$ cat src/rtl/outputc_alloc_if.sv
`default_nettype none
// ============================================================================
// Module   : outputc_alloc_if
// Brief    : Request/grant, flit and credit bundle between the input-port VC
//            controllers, one output-port allocator and the downstream link.
// Revision : 1.0
// ============================================================================
interface outputc_alloc_if #(
    parameter int VCH_NUM       = 4,
    parameter int VCH_WIDTH_NUM = 2,
    parameter int DATA_WIDTH    = 32
);
    logic [4:0]               req;
    logic [VCH_WIDTH_NUM-1:0] ivch_0;
    logic [VCH_WIDTH_NUM-1:0] ivch_1;
    logic [VCH_WIDTH_NUM-1:0] ivch_2;
    logic [VCH_WIDTH_NUM-1:0] ivch_3;
    logic [VCH_WIDTH_NUM-1:0] ivch_4;
    logic [DATA_WIDTH-1:0]    idata_0;
    logic [DATA_WIDTH-1:0]    idata_1;
    logic [DATA_WIDTH-1:0]    idata_2;
    logic [DATA_WIDTH-1:0]    idata_3;
    logic [DATA_WIDTH-1:0]    idata_4;
    logic [4:0]               ivalid;
    logic [VCH_NUM-1:0]       icredit;
    logic [4:0]               grt;
    logic [VCH_NUM-1:0]       irdy;
    logic [VCH_NUM-1:0]       ilck;
    logic [DATA_WIDTH-1:0]    odata;
    logic                     ovalid;
    logic [VCH_WIDTH_NUM-1:0] ovch;

    // Master: the input side plus the downstream credit source.
    modport master (
        output req, ivch_0, ivch_1, ivch_2, ivch_3, ivch_4,
        output idata_0, idata_1, idata_2, idata_3, idata_4, ivalid, icredit,
        input  grt, irdy, ilck, odata, ovalid, ovch
    );

    // Slave: the allocator itself.
    modport slave (
        input  req, ivch_0, ivch_1, ivch_2, ivch_3, ivch_4,
        input  idata_0, idata_1, idata_2, idata_3, idata_4, ivalid, icredit,
        output grt, irdy, ilck, odata, ovalid, ovch
    );
endinterface
`default_nettype wire

$ cat src/rtl/outputc_alloc.sv
`default_nettype none
// ============================================================================
// Module   : outputc_alloc
// Brief    : Per-output-port round-robin allocator, flit forwarder and
//            downstream credit tracker for the hypercube router.
// Revision : 1.0
// ============================================================================
module outputc_alloc #(
    parameter int ROUTERID      = 0,
    parameter int PCHID         = 0,
    parameter int VCH_NUM       = 4,
    parameter int VCH_WIDTH_NUM = 2,
    parameter int DATA_WIDTH    = 32,
    parameter int BUF_DEPTH     = 4
) (
    input  logic           clk,
    input  logic           reset,
    outputc_alloc_if.slave port
);

    localparam int                 c_cnt_w  = $clog2(BUF_DEPTH + 1);
    localparam logic [c_cnt_w-1:0] c_full   = c_cnt_w'(BUF_DEPTH);
    localparam logic [c_cnt_w-1:0] c_one    = c_cnt_w'(1);
    localparam logic [VCH_NUM-1:0] c_vc_one = VCH_NUM'(1);

    // Flit type lives in the top three bits of every flit.
    localparam logic [2:0] c_type_tail     = 3'd2;
    localparam logic [2:0] c_type_headtail = 3'd3;
    localparam logic [2:0] c_type_test     = 3'd4;
    localparam logic [2:0] c_type_ack      = 3'd5;
    localparam logic [2:0] c_type_ack_back = 3'd6;

    typedef enum logic [0:0] {
        S_IDLE = 1'b0,
        S_BUSY = 1'b1
    } state_t;

    generate
        if (ROUTERID < 0 || PCHID < 0 || PCHID > 4 || VCH_NUM < 1 ||
            VCH_NUM > (1 << VCH_WIDTH_NUM) || BUF_DEPTH < 1) begin : g_param_check
            $error("outputc_alloc: illegal parameter combination");
        end
    endgenerate

    state_t                   r_state;
    state_t                   w_state_nxt;
    logic [4:0]               r_grt;
    logic [4:0]               w_grt_nxt;
    logic [VCH_NUM-1:0]       r_ilck;
    logic [VCH_NUM-1:0]       w_ilck_nxt;
    logic [VCH_NUM-1:0]       w_irdy;
    logic [2:0]               r_winner;
    logic [2:0]               w_winner_nxt;
    logic [2:0]               r_ptr;
    logic [2:0]               w_ptr_nxt;
    logic [VCH_WIDTH_NUM-1:0] r_vch;
    logic [VCH_WIDTH_NUM-1:0] w_vch_nxt;
    logic [VCH_WIDTH_NUM-1:0] r_ovch;
    logic [VCH_WIDTH_NUM-1:0] w_ovch_nxt;
    logic [DATA_WIDTH-1:0]    r_odata;
    logic [DATA_WIDTH-1:0]    w_odata_nxt;
    logic                     r_ovalid;
    logic                     w_ovalid_nxt;

    // Padded to 8 entries so any 3-bit port index stays in range.
    logic [VCH_WIDTH_NUM-1:0] w_ivch  [8];
    logic [DATA_WIDTH-1:0]    w_idata [8];
    logic [7:0]               w_ivalid;

    logic [7:0]               w_elig;
    logic                     w_found;
    logic [2:0]               w_win;
    logic [3:0]               w_sum;
    logic [2:0]               w_idx;
    logic [DATA_WIDTH-1:0]    w_sel_data;
    logic                     w_sel_valid;
    logic [2:0]               w_type;
    logic                     w_fwd;
    logic                     w_last;

    assign w_ivch[0]  = port.ivch_0;
    assign w_ivch[1]  = port.ivch_1;
    assign w_ivch[2]  = port.ivch_2;
    assign w_ivch[3]  = port.ivch_3;
    assign w_ivch[4]  = port.ivch_4;
    assign w_ivch[5]  = '0;
    assign w_ivch[6]  = '0;
    assign w_ivch[7]  = '0;
    assign w_idata[0] = port.idata_0;
    assign w_idata[1] = port.idata_1;
    assign w_idata[2] = port.idata_2;
    assign w_idata[3] = port.idata_3;
    assign w_idata[4] = port.idata_4;
    assign w_idata[5] = '0;
    assign w_idata[6] = '0;
    assign w_idata[7] = '0;
    assign w_ivalid   = {3'b000, port.ivalid};

    // A port may only win a VC that exists, is free and has buffer space.
    always_comb begin
        w_elig = '0;
        for (int p = 0; p < 5; p++) begin
            w_elig[p] = port.req[p] && (32'(w_ivch[p]) < VCH_NUM) &&
                        !r_ilck[w_ivch[p]] && w_irdy[w_ivch[p]];
        end
    end

    // Round-robin search starting at the pointer, wrapping modulo 5.
    always_comb begin
        w_found = 1'b0;
        w_win   = '0;
        w_sum   = '0;
        w_idx   = '0;
        for (int k = 0; k < 5; k++) begin
            w_sum = {1'b0, r_ptr} + 4'(k);
            w_idx = (w_sum >= 4'd5) ? 3'(w_sum - 4'd5) : w_sum[2:0];
            if (!w_found && w_elig[w_idx]) begin
                w_found = 1'b1;
                w_win   = w_idx;
            end
        end
    end

    assign w_sel_data  = w_idata[r_winner];
    assign w_sel_valid = w_ivalid[r_winner];
    assign w_type      = w_sel_data[DATA_WIDTH-1 -: 3];
    assign w_fwd       = (r_state == S_BUSY) && w_sel_valid && w_irdy[r_vch];
    assign w_last      = (w_type == c_type_tail)  || (w_type == c_type_headtail) ||
                         (w_type == c_type_test)  || (w_type == c_type_ack)      ||
                         (w_type == c_type_ack_back);

    always_comb begin
        w_state_nxt  = r_state;
        w_grt_nxt    = r_grt;
        w_ilck_nxt   = r_ilck;
        w_winner_nxt = r_winner;
        w_vch_nxt    = r_vch;
        w_ptr_nxt    = r_ptr;
        w_ovalid_nxt = 1'b0;
        w_odata_nxt  = r_odata;
        w_ovch_nxt   = r_ovch;
        case (r_state)
            S_IDLE: begin
                if (w_found) begin
                    w_state_nxt  = S_BUSY;
                    w_grt_nxt    = 5'b00001 << w_win;
                    w_ilck_nxt   = r_ilck | (c_vc_one << w_ivch[w_win]);
                    w_winner_nxt = w_win;
                    w_vch_nxt    = w_ivch[w_win];
                end
            end
            S_BUSY: begin
                if (w_fwd) begin
                    w_ovalid_nxt = 1'b1;
                    w_odata_nxt  = w_sel_data;
                    w_ovch_nxt   = r_vch;
                    if (w_last) begin
                        // Released winner drops to lowest priority.
                        w_state_nxt = S_IDLE;
                        w_grt_nxt   = '0;
                        w_ilck_nxt  = r_ilck & ~(c_vc_one << r_vch);
                        w_ptr_nxt   = (r_winner == 3'd4) ? 3'd0 : r_winner + 3'd1;
                    end
                end
            end
            default: begin
                w_state_nxt = S_IDLE;
            end
        endcase
    end

    always_ff @(posedge clk) begin
        if (reset) begin
            r_state  <= S_IDLE;
            r_grt    <= '0;
            r_ilck   <= '0;
            r_winner <= '0;
            r_vch    <= '0;
            r_ptr    <= '0;
            r_ovalid <= 1'b0;
            r_odata  <= '0;
            r_ovch   <= '0;
        end else begin
            r_state  <= w_state_nxt;
            r_grt    <= w_grt_nxt;
            r_ilck   <= w_ilck_nxt;
            r_winner <= w_winner_nxt;
            r_vch    <= w_vch_nxt;
            r_ptr    <= w_ptr_nxt;
            r_ovalid <= w_ovalid_nxt;
            r_odata  <= w_odata_nxt;
            r_ovch   <= w_ovch_nxt;
        end
    end

    generate
        for (genvar v = 0; v < VCH_NUM; v++) begin : g_credit
            logic               w_dec;
            logic               w_inc;
            logic [c_cnt_w-1:0] r_cnt;

            assign w_dec = w_fwd && (r_vch == VCH_WIDTH_NUM'(v));
            assign w_inc = port.icredit[v];

            // A return in the same cycle as a send cancels out; a full
            // counter ignores further returns.
            always_ff @(posedge clk) begin
                if (reset) begin
                    r_cnt <= c_full;
                end else if (w_dec && !w_inc) begin
                    r_cnt <= r_cnt - c_one;
                end else if (w_inc && !w_dec && (r_cnt != c_full)) begin
                    r_cnt <= r_cnt + c_one;
                end
            end

            assign w_irdy[v] = (r_cnt != '0);
        end
    endgenerate

    assign port.grt    = r_grt;
    assign port.ilck   = r_ilck;
    assign port.irdy   = w_irdy;
    assign port.odata  = r_odata;
    assign port.ovalid = r_ovalid;
    assign port.ovch   = r_ovch;

endmodule
`default_nettype wire
$ cat src/flat_wrapper.sv
// flat-port wrapper written by rule: the top's interface ports become plain ports
module outputc_alloc_flat 
#(
    parameter int ROUTERID      = 0,
    parameter int PCHID         = 0,
    parameter int VCH_NUM       = 4,
    parameter int VCH_WIDTH_NUM = 2,
    parameter int DATA_WIDTH    = 32,
    parameter int BUF_DEPTH     = 4
)
  (clk, reset, port_req, port_ivch_0, port_ivch_1, port_ivch_2, port_ivch_3, port_ivch_4, port_idata_0, port_idata_1, port_idata_2, port_idata_3, port_idata_4, port_ivalid, port_icredit, port_grt, port_irdy, port_ilck, port_odata, port_ovalid, port_ovch);
  outputc_alloc_if #(.VCH_NUM(VCH_NUM), .VCH_WIDTH_NUM(VCH_WIDTH_NUM), .DATA_WIDTH(DATA_WIDTH)) port_i ();
  input  logic clk;
  input  logic reset;
  input wire logic [$bits(port_i.req)-1:0] port_req;
  input wire logic [$bits(port_i.ivch_0)-1:0] port_ivch_0;
  input wire logic [$bits(port_i.ivch_1)-1:0] port_ivch_1;
  input wire logic [$bits(port_i.ivch_2)-1:0] port_ivch_2;
  input wire logic [$bits(port_i.ivch_3)-1:0] port_ivch_3;
  input wire logic [$bits(port_i.ivch_4)-1:0] port_ivch_4;
  input wire logic [$bits(port_i.idata_0)-1:0] port_idata_0;
  input wire logic [$bits(port_i.idata_1)-1:0] port_idata_1;
  input wire logic [$bits(port_i.idata_2)-1:0] port_idata_2;
  input wire logic [$bits(port_i.idata_3)-1:0] port_idata_3;
  input wire logic [$bits(port_i.idata_4)-1:0] port_idata_4;
  input wire logic [$bits(port_i.ivalid)-1:0] port_ivalid;
  input wire logic [$bits(port_i.icredit)-1:0] port_icredit;
  output wire logic [$bits(port_i.grt)-1:0] port_grt;
  output wire logic [$bits(port_i.irdy)-1:0] port_irdy;
  output wire logic [$bits(port_i.ilck)-1:0] port_ilck;
  output wire logic [$bits(port_i.odata)-1:0] port_odata;
  output wire logic [$bits(port_i.ovalid)-1:0] port_ovalid;
  output wire logic [$bits(port_i.ovch)-1:0] port_ovch;
  assign port_i.req = port_req;
  assign port_i.ivch_0 = port_ivch_0;
  assign port_i.ivch_1 = port_ivch_1;
  assign port_i.ivch_2 = port_ivch_2;
  assign port_i.ivch_3 = port_ivch_3;
  assign port_i.ivch_4 = port_ivch_4;
  assign port_i.idata_0 = port_idata_0;
  assign port_i.idata_1 = port_idata_1;
  assign port_i.idata_2 = port_idata_2;
  assign port_i.idata_3 = port_idata_3;
  assign port_i.idata_4 = port_idata_4;
  assign port_i.ivalid = port_ivalid;
  assign port_i.icredit = port_icredit;
  assign port_grt = port_i.grt;
  assign port_irdy = port_i.irdy;
  assign port_ilck = port_i.ilck;
  assign port_odata = port_i.odata;
  assign port_ovalid = port_i.ovalid;
  assign port_ovch = port_i.ovch;
  outputc_alloc #(.ROUTERID(ROUTERID), .PCHID(PCHID), .VCH_NUM(VCH_NUM), .VCH_WIDTH_NUM(VCH_WIDTH_NUM), .DATA_WIDTH(DATA_WIDTH), .BUF_DEPTH(BUF_DEPTH)) u_core (.clk(clk), .reset(reset), .port(port_i));
endmodule
$ cat config.mk
export PLATFORM = sky130hd
export DESIGN_NAME = outputc_alloc_flat
export DESIGN_NICKNAME = d
export VERILOG_FILES = /design/src/rtl/outputc_alloc_if.sv /design/src/rtl/outputc_alloc.sv /design/src/flat_wrapper.sv
export SDC_FILE = /design/constraint.sdc
export NUM_CORES = 1
export LEC_CHECK = 0
export BUFFER_PORTS_ARGS = -buffer_cell sky130_fd_sc_hd__buf_2
export CORE_MARGIN = 3
export CORE_UTILIZATION = 49
export CTS_CLUSTER_SIZE = 24
export DETAILED_ROUTE_END_ITERATION = 10
export PLACE_DENSITY = 0.83
export SKIP_CTS_REPAIR_TIMING = 1
export SLEW_MARGIN = 20
export SYNTH_ARGS = -nofsm -noshare
export SYNTH_HDL_FRONTEND = slang
export SYNTH_SLANG_ARGS = --single-unit
export TNS_END_PERCENT = 5
$ cat constraint.sdc
create_clock -name clk -period 9.3 [get_ports clk]
set_clock_uncertainty 0.1 [all_clocks]
set_input_delay 1.86 -clock clk [delete_from_list [all_inputs] [get_ports clk]]
set_output_delay 1.86 -clock clk [all_outputs]
set_load 0.05 [all_outputs]
== After elaboration in Yosys (flattened, before gate mapping) ==
Cells that the tools add are included.
Word-level totals
  bits in registers: 65
  input bits: 186
  word-level logic and storage cells: 219
Cells by class
  $add $sub $neg: 18
  order comparisons: 19
  eq/ne operators: 16
  shifts and indexed selects: 3
  mux-type cells: 77
  bitwise operators: 6
  reduce and logical (&&, ||, !) cells: 67
Operators by type and width (number)
  $bmux W32 S3: 1
  $mux W32: 2
  $mux W3: 19
  $logic_and A1 B1 Y1: 32
  $mux W1: 26
  $lt A3 B4 Y1 const B: 6
  $bmux W1 S2: 11
  $bmux W1 S3: 6
  $lt A2 B3 Y1 const B: 6
  $logic_not A1 Y1: 17
  $ge A4 B3 Y1 const B: 4
  $add A3 B1 Y3 const B: 5
  $mux W5: 3
  $sub A3 B3 Y3 const B: 5
  $eq A3 B3 Y1 const B: 4
  $mux W4: 3
  $ne A3 B3 Y1 const B: 4
  $reduce_bool A3 Y1: 4
  $sub A3 B1 Y3 const B: 4
  $pmux W5 S2: 1
  $add A3 B2 Y4 const B: 2
  $ge A4 B4 Y1 const B: 2
  $not A3 Y4: 2
  $pmux W4 S2: 1
  23 further kinds: 36

== Logic depth before layout (Yosys ltp) ==
Gate-level depths: netlist (run 1).
  word-level depth: 28
  mapped depth: 18

== Worst setup path after synthesis (run 1) ==
Ideal clock, no wire load.
  path type: in2reg
  from: input port_ivch_2[0]
  to: register u_core.r_ilck[2], in the netlist u_core.port.ilck[2]
  library setup time: 92 ps
  arrival time: 4741 ps
  setup slack: 4367 ps
  cell stages on the path: 12
  path buffers: 0
  path through: mux4_2 -> a311oi_1 -> o2111ai_1 -> or3_1 -> and2_4 -> o311a_1 -> and2_1 -> a311o_2 -> nand2_4 -> mux2i_1 -> o22ai_1 -> o32ai_1
Between the ends
  longest elaborated chain between the ends: 28
  elaborated cells between the ends (all ways): 45
  classes of those cells: 1 x eq/ne; 1 x shift; 29 x mux; 2 x bitwise; 12 x reduce/logical
RTL lines
  start: declaration: RTL line flat_wrapper.sv:18  | input wire logic [$bits(port_i.ivch_2)-1:0] port_ivch_2;
  $bmux W1 S2: RTL line outputc_alloc.sv:104  | !r_ilck[w_ivch[p]] && w_irdy[w_ivch[p]];
  $mux W1 (implied by the code): RTL line outputc_alloc.sv:104
  $logic_not A1 Y1: RTL line outputc_alloc.sv:104
  $logic_and A1 B1 Y1: RTL line outputc_alloc.sv:103  | w_elig[p] = port.req[p] && (32'(w_ivch[p]) < VCH_NUM) &&
  $logic_and A1 B1 Y1: RTL line outputc_alloc.sv:104
  $bmux W1 S3: RTL line outputc_alloc.sv:117  | if (!w_found && w_elig[w_idx]) begin
  $mux W1 (implied by the code): RTL line outputc_alloc.sv:117
  $mux W1: RTL line outputc_alloc.sv:117
  [11 not listed]
  $mux W3: RTL line outputc_alloc.sv:117
  $not A3 Y4 (implied by the code): RTL line outputc_alloc.sv:147  | w_ilck_nxt = r_ilck | (c_vc_one << w_ivch[w_win]);
  $bmux W2 S3: RTL line outputc_alloc.sv:147
  $mux W2 (implied by the code) (2 in a row): RTL line outputc_alloc.sv:147
  $shl A1 B2 Y4: RTL line outputc_alloc.sv:147
  $or A4 B4 Y4: RTL line outputc_alloc.sv:147
  $mux W4: RTL line outputc_alloc.sv:144  | if (w_found) begin
  $pmux W4 S2: RTL line outputc_alloc.sv:142  | case (r_state)
  end signal: assignment: RTL line outputc_alloc.sv:186  | r_ilck <= w_ilck_nxt;
  end: declaration: RTL line outputc_alloc.sv:49  | logic [VCH_NUM-1:0] r_ilck;
Several ways; a longest one is shown, not always the timed one. The select of a mux whose other input is x is not followed.
A chain may end at the register's enable or synchronous reset.

== Worst setup path after layout (run 1) ==
Same ends and word-level chain as after synthesis.

==> results.cfg, run 1 <==
[synth]
synth_nets = 826
synth_top_family_by_area = compound AO/OA/AOI/OAI gates
synth_compound_area_frac = 0.2674
yosysSeqAreaShare = 0.2477
synth-edff-count = 0
syn_area_um2 = 5254
yosys_warnings = 0
yosys.area_share.adder = 0.04049
async_flop_share = 0
synth.mux.area_fraction = 0.1719
synthXorXnorAreaFrac = 0.01500
synth-seq-cells = 65
synth-simple-area-share = 0.2108
synth.avg_cell_area_um2 = 8.393
synth_cell_types = 75
ys.flop_type = dfxtp_1
synthCells = 626

[cells_and_area]
fill_cells = 918
synthToLayoutAreaGrowth_pct = 27.53
final_cell_mix = buf_2, nor2_1, dfxtp_1
seqCellArea_um2 = 1304
drive_gt1_frac = 0.3709
final_common_cell = buf_2
multi_input_area_um2 = 3717
fin_nets = 1040

[detailed_routing]
vias_per_cell = 5.859
routed_wirelength_um = 17740
drtIter0Drc = 456
vias = 5759
drc = 0
postRouteAntennaNets = 0
firstDrtPassIters = 5
post_drt_wl_per_cell_um = 18.04

[global_routing]
grt-ovfl-total = 0
grt_max_degree = 68
grtUsageTotal = 0.2953
antenna_found_initial = 3
grt_pass1_wl_um = 27520
grt_pass1_vias = 5448

[clock_tree]
cts_root_buf = clkbuf_8
clk_pin_slew_worst_paths_ns = 0.07
clock_sinks = 65
clkLatencyLatePin_ns = 0.34
h-tree-depth = 3
cts_tree = built
cts_inserted_buffers = 9
clk_path_buf_depth = 2

[timing]
rsz0062_at_grt = no
drv_slew = 0
relSlewSlack = 0.4195
setup_viol = 0
tightest_slew_ns = 0.8707
fin_crit_ns = 5.087
max_freq_mhz = 196.6
min_period_over_period = 0.5469
hold_viol_final = 0
tns_ns = 0

[status]
outcome = complete, no violations

[critical_path]
worstPathArrival_ns = 5.18
crit_type = in2reg
cp-end-kind = flip-flop
path_delay_family = compound AO/OA/AOI/OAI gates
crit_chain = buf_2 > mux4_2 > a311oi_1 > o2111ai_1 > or3_1 > o221ai_1 > a21oi_2 > mux2_2 > o211a_1 > nand3_2 > a21oi_1 > o31ai_1 > o32ai_1
slowest_delay_ns = 0.50
cp-start-kind = input port
worst-path-buf-inv = 1
crit_fanout = 7
required_ns = 9.39
critPathSlowestCell = mux4_2

[place]
dpl.hpwl_um = 14120
routabilityCongestion = 1.001
io_buffers = 233

[floorplan]
io_pins = 234
initial_utilization = 0.5066
die_y_um = 109.5
coreArea_um2 = 10370
num_rows = 37
fp.dieArea_um2 = 12000
die_w_um = 109.5

[power]
p_leak_nw = 2.837
vdd_drop_max_mv = 0.1491
p_total_mw = 2.139
p_per_area_nw_per_um2 = 319.2

[min_path]
holdCritPathClass = reg2reg

[job]
drv_cap = 0
cell usage after synthesis (6+ instances only):
cell type	instances	area share
nor2_1	72	0.051
dfxtp_1	65	0.25
nand2_1	60	0.043
o21ai_0	51	0.049
a22oi_1	32	0.046
mux4_2	32	0.14
a21oi_1	28	0.027
clkbuf_1	28	0.020
inv_1	26	0.019
mux2i_1	16	0.030
a211oi_1	15	0.021
nor2b_1	15	0.018
nand2b_1	13	0.015
nand3_1	11	0.010
ha_1	9	0.021
nor3_1	9	0.0086
xnor2_1	9	0.015
or3_1	8	0.0095
buf_1	7	0.0050
o211ai_1	7	0.010
o2111ai_1	6	0.010
o22ai_1	6	0.0071
path summary, 6_finish.rpt:
kind,depth (start not counted),slack (ns),to,startpoint
hold / removal,2,0.37,u_core.port.grt[4]$_SDFFE_PP0P_,u_core.port.grt[4]$_SDFFE_PP0P_
setup / recovery,13,4.21,u_core.port.ilck[2]$_SDFFE_PP0P_,port_ivch_2[0]
hold reg to reg,2,0.37,u_core.port.grt[4]$_SDFFE_PP0P_,u_core.port.grt[4]$_SDFFE_PP0P_
setup reg to reg,14,4.42,u_core.port.ilck[2]$_SDFFE_PP0P_,u_core.r_ptr[0]$_SDFFE_PP0P_
worst min-delay path, cell delays in order (launching register included):
cell and delay [ns]:
dfxtp_1 0.31, nand3_1 0.06, a21oi_1 0.06
cell type report:
type | instances | area share
clock inverter | 2 | 0.001867
inverter | 29 | 0.01625
timing repair buffer | 239 | 0.1808
antenna | 3 | 0.001120
clock buffer | 13 | 0.02521
sequential | 65 | 0.1946
tap | 136 | 0.02540
multi-input combinational | 496 | 0.5548
state kept, by name, indices dropped and copies added (netlist names):
signal                 count
u_core.r_winner            3
u_core.port.ovalid         1
u_core.g_credit.r_cnt     12
u_core.r_vch               2
u_core.port.ilck           4
u_core.r_ptr               3
u_core.port.grt            5
u_core.port.odata         32
u_core.r_state             1
u_core.port.ovch           2
through the flow:
stage	utilization	worst slack [ns]	hold WS, ns	cell area, um2	cells
4_1_cts	0.6454	4.240	0.3725	6693	980
3_3_place_gp	0.6279	4.022	0.3635	6511	965
3_5_place_dp	0.6279	3.877	0.3607	6511	965
6_report	0.6461	4.213	0.3694	6700	983
5_1_grt	0.6459	3.994	0.4024	6698	982
2_1_floorplan	-	4.367	0.3923	5254	626
where the power goes:
| part | internal, mW | leakage, nW | switching, mW |
|---|---|---|---|
| Combinational | 0.532 | 2.21 | 0.919 |
| Sequential | 0.374 | 0.533 | 0.0894 |
| Clock | 0.117 | 0.0915 | 0.107 |
| Total | 1.02 | 2.84 | 1.12 |
cell families (layout without fill, tap and decap cells):
family | count (synthesis) | after routing
AND/OR/NAND/NOR | 223 | 223
other | 0 | 3
flip-flops | 65 | 65
multiplexers | 50 | 50
XOR/XNOR | 9 | 9
buffers and inverters | 65 | 283
AO/OA/AOI/OAI | 200 | 200
adder cells (fa/ha/maj) | 14 | 14
metal layers:
metal,up-vias,wire [um],track usage,part of all wire
met5,-,13,0,0.00073
met4,2,660,0.1264,0.037
met3,53,1149,0.05872,0.065
met2,230,9163,0.5157,0.52
met1,2691,6748,0.3521,0.38
li1,2783,-,-,-
Note: power is estimated with default switching activity, not from simulation.
==> run 2: changes to the inputs <==
- clock period: 9.3 -> 5.2 ns (I/O delays scaled with it)
==> results.cfg, run 2 (synthesized netlist as in run 1, its figures left out) <==
[critical_path]
crit_type = reg2reg
cp-end-kind = flip-flop
worstPathArrival_ns = 4.69
required_ns = 5.35
cpMostUsedCell = mux2i_1
crit_chain = clkinv_1 > ha_1 > and3b_1 > nor2_1 > mux2i_1 > inv_2 > o31ai_1 > o221ai_4 > and2_1 > a311o_2 > nand2_4 > mux2i_1 > o22ai_1 > o32ai_1
slowest_delay_ns = 0.61
cp.depth = 14
reg2regPathDepth = 14
worst-path-buf-inv = 2
crit_fanout = 14
cp-start-kind = flip-flop
critPathSlowestCell = dfxtp_1
path_delay_family = compound AO/OA/AOI/OAI gates

[global_routing]
grt_pass1_wl_um = 28350
grt_pass1_vias = 5674
grt-ovfl-total = 0
antenna_found_initial = 3
grt_max_degree = 56
grtUsageTotal = 0.3060

[place]
place_inst = 966
dpl.hpwl_um = 14620
place_area_um2 = 6519
place_ws_ns = 0.6121
io_buffers = 233
routabilityCongestion = 1.050

[cells_and_area]
synthToLayoutAreaGrowth_pct = 28.24
fin_nets = 1041
largest_reg_flops = 32
fill_cells = 939
final_cell_mix = buf_2, nor2_1, dfxtp_1
final_common_cell = buf_2
drive_gt1_frac = 0.3735
multi_input_area_um2 = 3717
final_cells = 984
stdcell_area_um2 = 6738
seqCellArea_um2 = 1304

[clock_tree]
clk_path_buf_depth = 2
cts_root_buf = clkbuf_8
cts_inserted_buffers = 9
h-tree-depth = 3
clock_sinks = 65
clkLatencyLatePin_ns = 0.35
cts_tree = built
clk_pin_slew_worst_paths_ns = 0.07

[detailed_routing]
vias = 5799
postRouteAntennaNets = 0
post_drt_wl_per_cell_um = 18.32
top_layer = met5
routed_wirelength_um = 18020
firstDrtPassIters = 5
wl_met3_um = 1490
drtIter0Drc = 366
vias_per_cell = 5.893
met1Wirelength_um = 6575
drc = 0
met2_length_um = 9220

[power]
p_total_mw = 3.902
p_per_area_nw_per_um2 = 579.1
vdd_drop_max_mv = 0.2637
p_leak_nw = 2.853

[floorplan]
die_y_um = 109.5
num_rows = 37
die_w_um = 109.5
fp.dieArea_um2 = 12000
io_pins = 234
initial_utilization = 0.5066
coreArea_um2 = 10370

[timing]
setup_viol = 0
setup_ws_ns = 0.6560
min_period_over_period = 0.8738
tightest_slew_ns = 0.8416
relSlewSlack = 0.4389
hold_viol_final = 0
fin_crit_ns = 4.544
max_freq_mhz = 220.1
tns_ns = 0
rsz0062_at_grt = no
drv_slew = 0

[min_path]
holdCritPathClass = reg2reg
min_path_cells = 2

[status]
outcome = complete, no violations

[job]
drv_cap = 0
-- run 2: cell types whose count changed in the layout (fill, tap and decap cells not counted), sizes merged --
cell / before / now
bufinv: 0 / 1
inv: 27 / 28
buf: 239 / 240
clkinvlp: 1 / 2
diode: 3 / 2
clkbuf: 13 / 11
-- run 2: worst paths after layout --
| path | startpoint | to | slack, ns |
|---|---|---|---|
| setup / recovery | u_core.r_ptr[0]$_SDFFE_PP0P_ | u_core.port.ilck[2]$_SDFFE_PP0P_ | 0.66 |
| hold / removal | u_core.port.grt[4]$_SDFFE_PP0P_ | u_core.port.grt[4]$_SDFFE_PP0P_ | 0.38 |
| setup reg to reg | u_core.r_ptr[0]$_SDFFE_PP0P_ | u_core.port.ilck[2]$_SDFFE_PP0P_ | 0.66 |
| hold reg to reg | u_core.port.grt[4]$_SDFFE_PP0P_ | u_core.port.grt[4]$_SDFFE_PP0P_ | 0.38 |
-- run 2: power breakdown --
part	switching, mW	leakage (nW)	internal, mW
Clock	0.211	0.102	0.250
Combinational	1.65	2.22	0.956
Sequential	0.162	0.533	0.669
-- run 2: per-stage QoR --
step,utilization,hold slack [ns]
final,0.6497,0.3757
after global routing,0.6497,0.3974
after CTS,0.6493,0.3766
after detailed placement,0.6286,0.3618
after global placement,0.6286,0.3578
after floorplan,-,0.3923
-- run 2: area by class of cell --
class / instances / share of cell area
Clock buffer: 11 / 0.02247
Timing Repair Buffer: 240 / 0.1809
Clock inverter: 5 / 0.009285
Antenna cell: 2 / 0.0007428
Inverter: 29 / 0.01616
Sequential cell: 65 / 0.1935
Tap cell: 136 / 0.02526
Multi-Input combinational cell: 496 / 0.5517
-- run 2: worst register-to-register path, stage by stage, from the launching register on --
cell	delay, ns
dfxtp_1	0.61
clkinv_1	0.38
ha_1	0.32
and3b_1	0.19
nor2_1	0.13
mux2i_1	0.49
inv_2	0.09
o31ai_1	0.50
o221ai_4	0.26
and2_1	0.22
a311o_2	0.36
nand2_4	0.09
mux2i_1	0.32
o22ai_1	0.14
o32ai_1	0.26
-- run 2: routing by layer --
layer	vias to the layer above	track usage
li1	2790	-
met1	2687	0.3502
met2	265	0.5384
met3	55	0.07751
met4	2	0.1327
met5	-	0
